===== config.mk =====
export PLATFORM = sky130hd
export DESIGN_NAME = anf_fl_tex_texel_fetch
export DESIGN_NICKNAME = d
export VERILOG_FILES = /design/src/rtl/anf_fl_tex_texel_fetch.sv
export SDC_FILE = /design/constraint.sdc
export NUM_CORES = 1
export LEC_CHECK = 0
export CAP_MARGIN = 20
export CORE_MARGIN = 2
export CORE_UTILIZATION = 36
export DETAILED_ROUTE_END_ITERATION = 8
export PLACE_DENSITY = 0.53
export SLEW_MARGIN = 20
export SYNTH_ARGS = -nofsm -noshare
export SYNTH_HDL_FRONTEND = slang
export SYNTH_SLANG_ARGS = --single-unit

===== constraint.sdc =====
create_clock -name clk -period 5.2 [get_ports clk]
set_input_delay 0.52 -clock clk [delete_from_list [all_inputs] [get_ports clk]]
set_output_delay 0.52 -clock clk [all_outputs]
set_load 0.01 [all_outputs]

===== src/rtl/anf_fl_tex_texel_fetch.sv =====
// Texel fetch: wraps (u, v) into a power-of-two texture, issues in-order word reads
// under a credit limit and buffers the returned texels behind a valid/ready output.
module anf_fl_tex_texel_fetch #(
  parameter int unsigned DEPTH  = 4,
  parameter int unsigned ADDR_W = 32
) (
  input  logic              clk,
  input  logic              rst_n,
  input  logic              in_valid,
  output logic              in_ready,
  input  logic [15:0]       in_u,
  input  logic [15:0]       in_v,
  input  logic [3:0]        in_width_exp,
  input  logic [3:0]        in_height_exp,
  input  logic [ADDR_W-1:0] in_base,
  output logic              mem_req_valid,
  input  logic              mem_req_ready,
  output logic [ADDR_W-1:0] mem_req_addr,
  input  logic              mem_rsp_valid,
  input  logic [31:0]       mem_rsp_data,
  output logic              out_valid,
  input  logic              out_ready,
  output logic [31:0]       out_texel
);

  localparam int unsigned CW = $clog2(DEPTH + 1);
  localparam int unsigned PW = $clog2(DEPTH);

  logic              readyEn;
  logic              stageValid;
  logic [ADDR_W-1:0] stageAddr;
  logic [ADDR_W-1:0] nextAddr;
  logic [CW-1:0]     credits;
  logic [CW-1:0]     fifoCount;
  logic [PW-1:0]     wrPtr;
  logic [PW-1:0]     rdPtr;
  logic [31:0]       fifoMem [0:DEPTH-1];

  logic inFire;
  logic reqFire;
  logic outFire;

  logic [15:0]       uMask;
  logic [15:0]       vMask;
  logic [ADDR_W-1:0] uExt;
  logic [ADDR_W-1:0] vExt;
  logic [ADDR_W-1:0] texelIdx;

  // Repeat-wrap both indices, then form the row-major word address modulo 2^ADDR_W.
  always_comb begin
    uMask    = (16'd1 << in_width_exp) - 16'd1;
    vMask    = (16'd1 << in_height_exp) - 16'd1;
    uExt     = ADDR_W'(in_u & uMask);
    vExt     = ADDR_W'(in_v & vMask);
    texelIdx = (vExt << in_width_exp) + uExt;
    nextAddr = in_base + (texelIdx << 2);
  end

  assign mem_req_valid = stageValid && (credits != '0);
  assign mem_req_addr  = stageAddr;
  assign reqFire       = mem_req_valid && mem_req_ready;
  assign in_ready      = readyEn && (!stageValid || reqFire);
  assign inFire        = in_valid && in_ready;
  assign out_valid     = (fifoCount != '0);
  assign outFire       = out_valid && out_ready;
  assign out_texel     = fifoMem[rdPtr];

  always_ff @(posedge clk or negedge rst_n) begin
    if (!rst_n) begin
      readyEn    <= 1'b0;
      stageValid <= 1'b0;
      stageAddr  <= '0;
    end else begin
      readyEn <= 1'b1;
      if (inFire) begin
        stageValid <= 1'b1;
        stageAddr  <= nextAddr;
      end else if (reqFire) begin
        stageValid <= 1'b0;
      end
    end
  end

  // A credit covers a request from issue until its texel leaves the output buffer,
  // which bounds the FIFO occupancy to DEPTH without any backpressure on responses.
  always_ff @(posedge clk or negedge rst_n) begin
    if (!rst_n) begin
      credits <= CW'(DEPTH);
    end else begin
      case ({reqFire, outFire})
        2'b10:   credits <= credits - CW'(1);
        2'b01:   credits <= credits + CW'(1);
        default: credits <= credits;
      endcase
    end
  end

  always_ff @(posedge clk or negedge rst_n) begin
    if (!rst_n) begin
      wrPtr     <= '0;
      rdPtr     <= '0;
      fifoCount <= '0;
      for (int unsigned i = 0; i < DEPTH; i++) begin
        fifoMem[i] <= '0;
      end
    end else begin
      if (mem_rsp_valid) begin
        fifoMem[wrPtr] <= mem_rsp_data;
        wrPtr          <= wrPtr + PW'(1);
      end
      if (outFire) begin
        rdPtr <= rdPtr + PW'(1);
      end
      case ({mem_rsp_valid, outFire})
        2'b10:   fifoCount <= fifoCount + CW'(1);
        2'b01:   fifoCount <= fifoCount - CW'(1);
        default: fifoCount <= fifoCount;
      endcase
    end
  end

endmodule


==> results_dict.tcl, run 1 <==
set metrics [dict create \
    power.share.clock_pct 16.8 \
    rsz0062_at_grt "yes" \
    arrival_ns 6.23 \
    synth_common_cells "dfrtp_1 (171), mux2_2 (133), nand2_1 (99)" \
    slew_headroom_pct 42.53 \
    nets 1685 \
    post-route-min-period_ns 5.914 \
    synth_edf_count 0 \
    skew_ns 0.01014 \
    tns_ns -5.507 \
    fin_util_pct 53.09 \
    cts.path.max_buffers 2 \
    clk_transition_reported_paths_ns 0.06 \
    cp_max_fo 6 \
    critPathCaptureType "flop" \
    critical_path.max_stage_delay_ns 0.55 \
    finalPower_mw 7.367 \
    async_flop_share_pct 100.0 \
    die_w_um 182.3 \
    fmax_mhz 169.1 \
    p_seq_share_pct 32.6 \
    ys_warn_count 0 \
    place_hpwl_mm 24.62 \
    syn_area_um2 11440 \
    gp_congestion 0.8548 \
    synth-seq-cells 172 \
    grt_pass1_vias 10180 \
    combPwrFrac_pct 50.6 \
    setup_viol 14 \
    required_ns 5.51 \
    antenna_found_initial 2 \
    drv_slew 0 \
    tightest_slew_ns 0.8590 \
    timing.final.crit_share_pct 113.7 \
    place_ws_ns -1.711 \
    synth.most_common_cell "dfrtp_1" \
    grt_first_pass_wirelength_mm 52.31 \
    ys_seq_area_share_pct 37.64 \
    start_util_pct 36.44 \
    clock-sinks 172 \
    setup_ws_ns -0.7138 \
    yosysTopAreaCell "dfrtp_1" \
    design.core.area_um2 31390 \
    rows 65 \
    violations "setup timing" \
    synth_nets 1273 \
    finalWirelength_mm 32.59 \
    grt_max_degree 82 \
    synth_cell_type_count 79 \
    crit_slowest_cell "or4_4" \
    critPathTopFamily "compound AO/OA/AOI/OAI gates" \
    synthTopCellsByArea "dfrtp_1 (37%), mux2_2 (13%), mux4_2 (6.5%), ha_1 (6.1%), nand2_1 (3.2%)" \
    area_delta_synth_final_pct 45.70 \
    crit_buf_inv 4 \
    critPathLaunchType "primary input" \
    wl_per_cell_um 16.89 \
    p_int_mw 4.929 \
    hold_viol_final 0 \
    drcViolationCount 0 \
    avgSynthCellArea_um2 10.37 \
    placed_cells 1872 \
    cts_tree "yes" \
    synth_flop_cell "dfrtp_1" \
    die_y_um 182.3 \
    critPathMostFrequentCell "buf_6" \
    die_area_um2 33220 \
    critical_path_class "in2reg" \
    root_buffer "clkbuf_16" \
    antenna_cells 0 \
    numCtsBuffers 17 \
    min_path_type "in2async" \
    netlist_instances 1103 \
    io_buffers 174 \
    grt-ovfl-total 0 \
    max_cap_viol_count 0 \
    antenna_left 0 \
    final_cell_count_no_fill 1930 \
    netlist.area_leader.share_pct 37.41 \
    ios 177 \
    p_per_area_nw_per_um2 442.0 \
    dr.pass1.iters 5 \
    dr_total_vias 9930 \
    status "finished, violations left" \
    drtIter0Drc 427 \
    cts_max_level 4 \
    clock_latency_ns 0.44 \
    grtUsageTotal_pct 19.80 \
    drive_above_1_share_pct 38.42 \
    p_sw_share_pct 33.09 \
    power.leakage_nw 7.302 \
    switchingPower_mw 2.437 \
    ctsHoldBuffers 0 \
    ir_drop_v 0.0002357 \
    drt-vias-per-instance 5.145 \
]
-- logic make-up after synthesis --
kind of cell / synth area share (%)
flip-flops: 37.64
other: 0.06565
multiplexers: 20.41
adder cells (fa/ha/maj): 6.825
AO/OA/AOI/OAI: 14.84
XOR/XNOR: 4.134
AND/OR/NAND/NOR: 12.97
buffers and inverters: 3.117
-- final timing paths --
| path | startpoint | endpoint | slack, ns | cells past startpoint |
|---|---|---|---|---|
| worst max-delay path | in_height_exp[1] | mem_req_addr[31] | -0.71 | 30 |
| worst min-delay path | rst_n | fifoMem[101] | 0.14 | 1 |
| worst max register to register | credits[0] | mem_req_addr[24] | 2.69 | 9 |
| worst min register to register | rdPtr[1] | rdPtr[1] | 0.47 | 1 |
| max in group asynchronous | rst_n | fifoMem[26] | 3.95 | 2 |
| min in group clk | rdPtr[1] | rdPtr[1] | 0.47 | 1 |
-- flip-flops by register name, indices dropped and copies added, names as in the netlist --
name,cells
fifoMem,128
mem_req_addr,32
credits,3
fifoCount,3
rdPtr,2
wrPtr,2
readyEn,1
stageValid,1
-- metrics by stage --
stage                     hold WS (ns)  area [um^2]
final                           0.1447        16670
after global routing            0.1966        16670
after CTS                       0.1649        16420
after detailed placement        0.4584        15460
after global placement          0.4524        15460
after floorplan                 0.2244        11590
-- repair_timing --
| item | 4_1_cts | 5_1_grt |
|---|---|---|
| gates resized for setup | 79 | 39 |
| pin swaps | 53 | 46 |
| endpoints found under the setup margin | 21 | 21 |
| setup buffers | 19 | 7 |
-- routing by layer --
layer | vias to the layer above | share of wire, % | global-route usage, %
met5 | - | 0.083 | 0
met4 | 4 | 1.7 | 5.677
met3 | 36 | 3.2 | 2.954
met2 | 184 | 50 | 34.75
met1 | 4801 | 45 | 25.36
li1 | 4905 | - | -
-- area by class of cell --
class,instances,area [um^2]
Clock buffer,21,470.5
Clock inverter,11,98.84
Fill cell,2863,14730
Inverter,31,118.9
Multi-Input combinational cell,841,7308
Sequential cell,172,4307
Tap cell,402,503.0
Timing Repair Buffer,452,3861
-- power groups by stage --
stage	clock network (mW)	registers [mW]	logic, mW
finish	1.24	2.40	3.72
global route	1.32	2.50	4.03
CTS	1.27	2.42	3.72
detailed placement	0	2.44	3.63
global placement	0	2.40	3.58
floorplan	0	2.33	2.09
-- layout by cell type (no fill, tap or decap), drive strengths merged, types with 7 or more instances in the layout --
| master | n |
|---|---|
| o21ai | 72 |
| inv | 38 |
| a21o | 17 |
| ha | 56 |
| a21oi | 48 |
| nor2 | 65 |
| xor2 | 20 |
| clkbuf | 21 |
| a31oi | 7 |
| nor3 | 18 |
| a211o | 7 |
| mux2i | 9 |
| nor2b | 11 |
| mux4 | 33 |
| xnor2 | 34 |
| o211ai | 19 |
| nand2b | 10 |
| mux2 | 133 |
| nand3 | 26 |
| buf | 283 |
| a211oi | 14 |
| dfrtp | 171 |
| o21a | 10 |
| nand4 | 10 |
| clkdlybuf4s50 | 169 |
| and3 | 10 |
| o22ai | 7 |
| nand2 | 99 |
| and2 | 14 |
No activity file was read; power rests on OpenSTA's default activity.
==> run 2: changes to the inputs <==
Settings changed: MAX_ROUTING_LAYER set to met4, SLEW_MARGIN 20 to not set.
==> results_dict.tcl, run 2 (synthesized netlist as in run 1, its figures left out) <==
set metrics [dict create \
    fillers 2862 \
    cts_tree "yes" \
    placed_cells 1872 \
    numCtsBuffers 17 \
    finalWirelength_mm 32.54 \
    start_util_pct 36.44 \
    rr_endpoint "mem_req_addr[24]" \
    die_w_um 182.3 \
    hold_viol_final 0 \
    grt_pass1_vias 10179 \
    area_delta_synth_final_pct 45.74 \
    status "finished, violations left" \
    root_buffer "clkbuf_16" \
    critPathMostFrequentCell "buf_6" \
    cts_max_level 4 \
    antenna_left 0 \
    dr.pass1.iters 5 \
    rsz0062_at_grt "yes" \
    largest_register "fifoMem" \
    cts.path.max_buffers 2 \
    grt_max_degree 82 \
    r2r-start "credits[0]" \
    drt-vias-per-instance 5.143 \
    tightest_slew_ns 0.8568 \
    grt_first_pass_wirelength_mm 52.32 \
    layout_common_cells "buf_4 (270), dfrtp_1 (170), clkdlybuf4s50_1 (169)" \
    rows 65 \
    critPathCaptureType "flop" \
    p_per_area_nw_per_um2 441.7 \
    ctsHoldBuffers 0 \
    placed_area_um2 15460 \
    drcViolationCount 0 \
    setup_ws_ns -0.7119 \
    rrSetupSlack_ns 2.69 \
    skew_ns 0.01319 \
    nets 1685 \
    tns_ns -5.609 \
    post-route-min-period_ns 5.912 \
    clock-sinks 172 \
    clk_transition_reported_paths_ns 0.06 \
    antenna_found_initial 2 \
    wl_per_cell_um 16.84 \
    critical_path_class "in2reg" \
    arrival_ns 6.23 \
    finalInstanceArea_um2 16670 \
    critical_path.max_stage_delay_ns 0.55 \
    clock_latency_ns 0.44 \
    drtIter0Drc 402 \
    fmax_mhz 169.2 \
    crit_slowest_cell "or4_4" \
    ff2ff_path_depth 9 \
    drive_above_1_share_pct 38.42 \
    power.leakage_nw 7.302 \
    drv_slew 0 \
    gp_congestion 0.8684 \
    setup_viol 14 \
    dr_total_vias 9937 \
    layout_commonest_cell "buf_4" \
    slew_headroom_pct 42.68 \
    final_cell_count_no_fill 1932 \
    io_buffers 174 \
    ir_drop_v 0.0002328 \
    die_y_um 182.3 \
    place_hpwl_mm 24.62 \
    die_area_um2 33220 \
    required_ns 5.51 \
    largest_register_ffs 128 \
    min_path_type "in2async" \
    cp_max_fo 6 \
    timing.final.crit_share_pct 113.7 \
    ios 177 \
    grt-ovfl-total 0 \
    violations "setup timing" \
    critPathLaunchType "primary input" \
    max_cap_viol_count 0 \
    design.core.area_um2 31390 \
    grtUsageTotal_pct 20.38 \
]
## run 2: cell types whose count changed in the layout (fill, tap and decap cells not counted)
| cell | change |
|---|---|
| diode_2 | +2 |
## run 2: layout make-up
cell class                 count  area, um^2  share of cell area [%]
multi-input combinational    841        7308                   43.84
sequential                   172        4307                   25.83
antenna                        2       5.005                 0.03002
clock buffer                  21       470.5                   2.822
inverter                      31       118.9                  0.7129
timing repair buffer         452        3861                   23.16
clock inverter                11       98.84                  0.5929
tap                          402       503.0                   3.017
## run 2: metal layers
metal | GRT usage [%] | share of wire, % | vias to the layer above
met4 | 5.677 | 1.6 | 0
li1 | - | - | 4905
met2 | 34.72 | 50 | 199
met3 | 2.834 | 3.4 | 31
met5 | - | 0 | -
met1 | 25.43 | 45 | 4802
## run 2: report_power, final
part / leakage (nW) / switching [mW] / internal [mW]
Sequential: 2.05 / 0.385 / 2.02
Combinational: 4.97 / 1.48 / 2.24
Clock: 0.281 / 0.569 / 0.667
## run 2: worst max path at each step
stage	start	to	slack [ns]	cells after the start
6_report	in_height_exp[1]	mem_req_addr[31]	-0.71	30
5_1_grt	in_height_exp[1]	mem_req_addr[31]	-1.03	29
4_1_cts	in_height_exp[3]	mem_req_addr[31]	-0.69	30
3_5_place_dp	in_height_exp[1]	mem_req_addr[31]	-1.71	29
3_3_place_gp	in_height_exp[1]	mem_req_addr[27]	-1.61	29
2_1_floorplan	in_height_exp[3]	mem_req_addr[31]	-1.19	32
## run 2: through the flow
stage          hold WS [ns]  power [mW]  setup WS [ns]  utilization [%]
2_1_floorplan        0.2244       4.423         -1.186                -
3_3_place_gp         0.4524       5.983         -1.606            49.25
3_5_place_dp         0.4584       6.062         -1.711            49.25
4_1_cts              0.1649       7.409        -0.6939            52.31
5_1_grt              0.2034       7.863         -1.034            53.11
6_report             0.1438       7.365        -0.7119            53.11
## run 2: critical path, delay by kind of cell
kind / cells / cell delay [ns]
buffers and inverters: 4 / 0.48
AO/OA/AOI/OAI: 12 / 2.08
AND/OR/NAND/NOR: 7 / 1.24
XOR/XNOR: 3 / 0.58
adder cells (fa/ha/maj): 3 / 0.80
multiplexers: 1 / 0.49
## run 2: timing repair
| action | in CTS | in global routing |
|---|---|---|
| gates resized for setup | 79 | 39 |
| endpoints found under the setup margin | 21 | 21 |
| pin swaps | 53 | 46 |
| setup buffers | 19 | 7 |
==> run 3: changes to the inputs <==
Settings changed: PLACE_DENSITY 0.53 to 0.55.
Clock period 5.2 ns to 5.17 ns, I/O delays scaled along.
==> results_dict.tcl, run 3 (synthesized netlist as in run 1, its figures left out) <==
set metrics [dict create \
    status "finished, violations left" \
    violations "setup timing" \
    antenna_found_initial 1 \
    grt_pass1_vias 10222 \
    drive_above_1_share_pct 37.67 \
    cts_max_level 4 \
    p_per_area_nw_per_um2 453.4 \
    design.core.area_um2 31390 \
    grt_max_degree 173 \
    rsz0062_at_grt "yes" \
    cts_tree "yes" \
    grt_first_pass_wirelength_mm 51.67 \
    rows 65 \
    nets 1678 \
    min_path_type "in2async" \
    ctsHoldBuffers 0 \
    setup_viol 15 \
    critPathMostFrequentCell "o21ai_1" \
    largest_register_ffs 128 \
    critical_path_class "in2reg" \
    setup_ws_ns -0.7524 \
    antenna_left 0 \
    tightest_slew_ns 0.9568 \
    post-route-min-period_ns 5.922 \
    layout_common_cells "buf_4 (254), dfrtp_1 (170), clkdlybuf4s50_1 (169)" \
    drt-vias-per-instance 5.196 \
    crit_slowest_cell "or4_4" \
    layout_commonest_cell "buf_4" \
    die_area_um2 33220 \
    clk_transition_reported_paths_ns 0.07 \
    largest_register "fifoMem" \
    wl_per_cell_um 16.66 \
    clock-sinks 172 \
    clock_latency_ns 0.45 \
    cp_max_fo 5 \
    slew_headroom_pct 35.99 \
    critPathCaptureType "flop" \
    die_y_um 182.3 \
    power.leakage_nw 7.290 \
    timing.final.crit_share_pct 114.6 \
    drcViolationCount 0 \
    critical_path.max_stage_delay_ns 0.55 \
    ios 177 \
    drv_slew 0 \
    die_w_um 182.3 \
    dr.pass1.iters 5 \
    gp_congestion 0.8618 \
    fillers 2849 \
    grtUsageTotal_pct 20.16 \
    hold_viol_final 0 \
    io_buffers 174 \
    start_util_pct 36.44 \
    fin_util_pct 53.10 \
    tns_ns -5.369 \
    cts.path.max_buffers 2 \
    drtIter0Drc 517 \
    area_delta_synth_final_pct 45.72 \
    critPathLaunchType "primary input" \
    fmax_mhz 168.9 \
    numCtsBuffers 17 \
    dr_total_vias 9997 \
    finalWirelength_mm 32.05 \
    max_cap_viol_count 0 \
    root_buffer "clkbuf_16" \
    ir_drop_v 0.0002389 \
    place_hpwl_mm 24.11 \
    grt-ovfl-total 0 \
    required_ns 5.49 \
    skew_ns 0.01715 \
    arrival_ns 6.24 \
]
run 3: critical path, delay by kind of cell:
family / cells / cell delay [ns]
compound gates: 15 / 2.53
simple gates: 7 / 1.36
fa+ha+maj: 3 / 0.89
buf+inv: 4 / 0.52
xor+xnor: 2 / 0.40
run 3: through the flow:
stage                     instance area, um^2  setup slack [ns]  hold slack (ns)  total power [mW]  cells
after detailed placement                15480            -1.723           0.4650             6.100   1870
after global placement                  15480            -1.568           0.4580             6.011   1870
after floorplan                         11590            -1.213           0.2214             4.449   1103
final                                   16670           -0.7524           0.2018             7.558   1924
after global routing                    16670           -0.9530           0.2601             8.069   1924
after CTS                               16510           -0.7644           0.2839             7.621   1918
run 3: worst paths after layout:
path | endpoint | depth (start not counted) | startpoint | slack (ns)
setup / recovery | mem_req_addr[27] | 31 | in_height_exp[3] | -0.75
hold / removal | fifoMem[103] | 2 | rst_n | 0.20
setup reg to reg | mem_req_addr[24] | 10 | credits[0] | 2.48
hold reg to reg | fifoCount[2] | 1 | fifoCount[2] | 0.47
max in group asynchronous | fifoMem[117] | 2 | rst_n | 4.25
min in group clk | fifoCount[2] | 1 | fifoCount[2] | 0.47
run 3: area by class of cell:
cell class	instances	area (um^2)	area share (%)
antenna	1	2.502	0.01501
clock buffer	17	425.4	2.552
clock inverter	15	225.2	1.351
inverter	31	116.4	0.6980
multi-input combinational	841	7231	43.38
sequential	172	4307	25.84
tap	402	503.0	3.017
timing repair buffer	445	3860	23.16
run 3: power breakdown:
| group | switching [mW] | internal (mW) | leakage, nW |
|---|---|---|---|
| Sequential | 0.370 | 2.03 | 2.05 |
| Clock | 0.631 | 0.752 | 0.311 |
| Combinational | 1.51 | 2.27 | 4.93 |
run 3: layer usage:
layer / up-vias / part of all wire [%] / track usage (%)
li1: 4887 / - / -
met1: 4880 / 45 / 25.36
met2: 196 / 50 / 33.92
met3: 34 / 3.8 / 2.954
met4: 0 / 1.7 / 5.774
met5: - / 0 / -
run 3: what timing repair did:
action / in CTS / in global routing
setup buffers: 28 / 5
setup endpoints to repair: 21 / 21
pin swaps: 78 / 28
resized for setup: 78 / 31
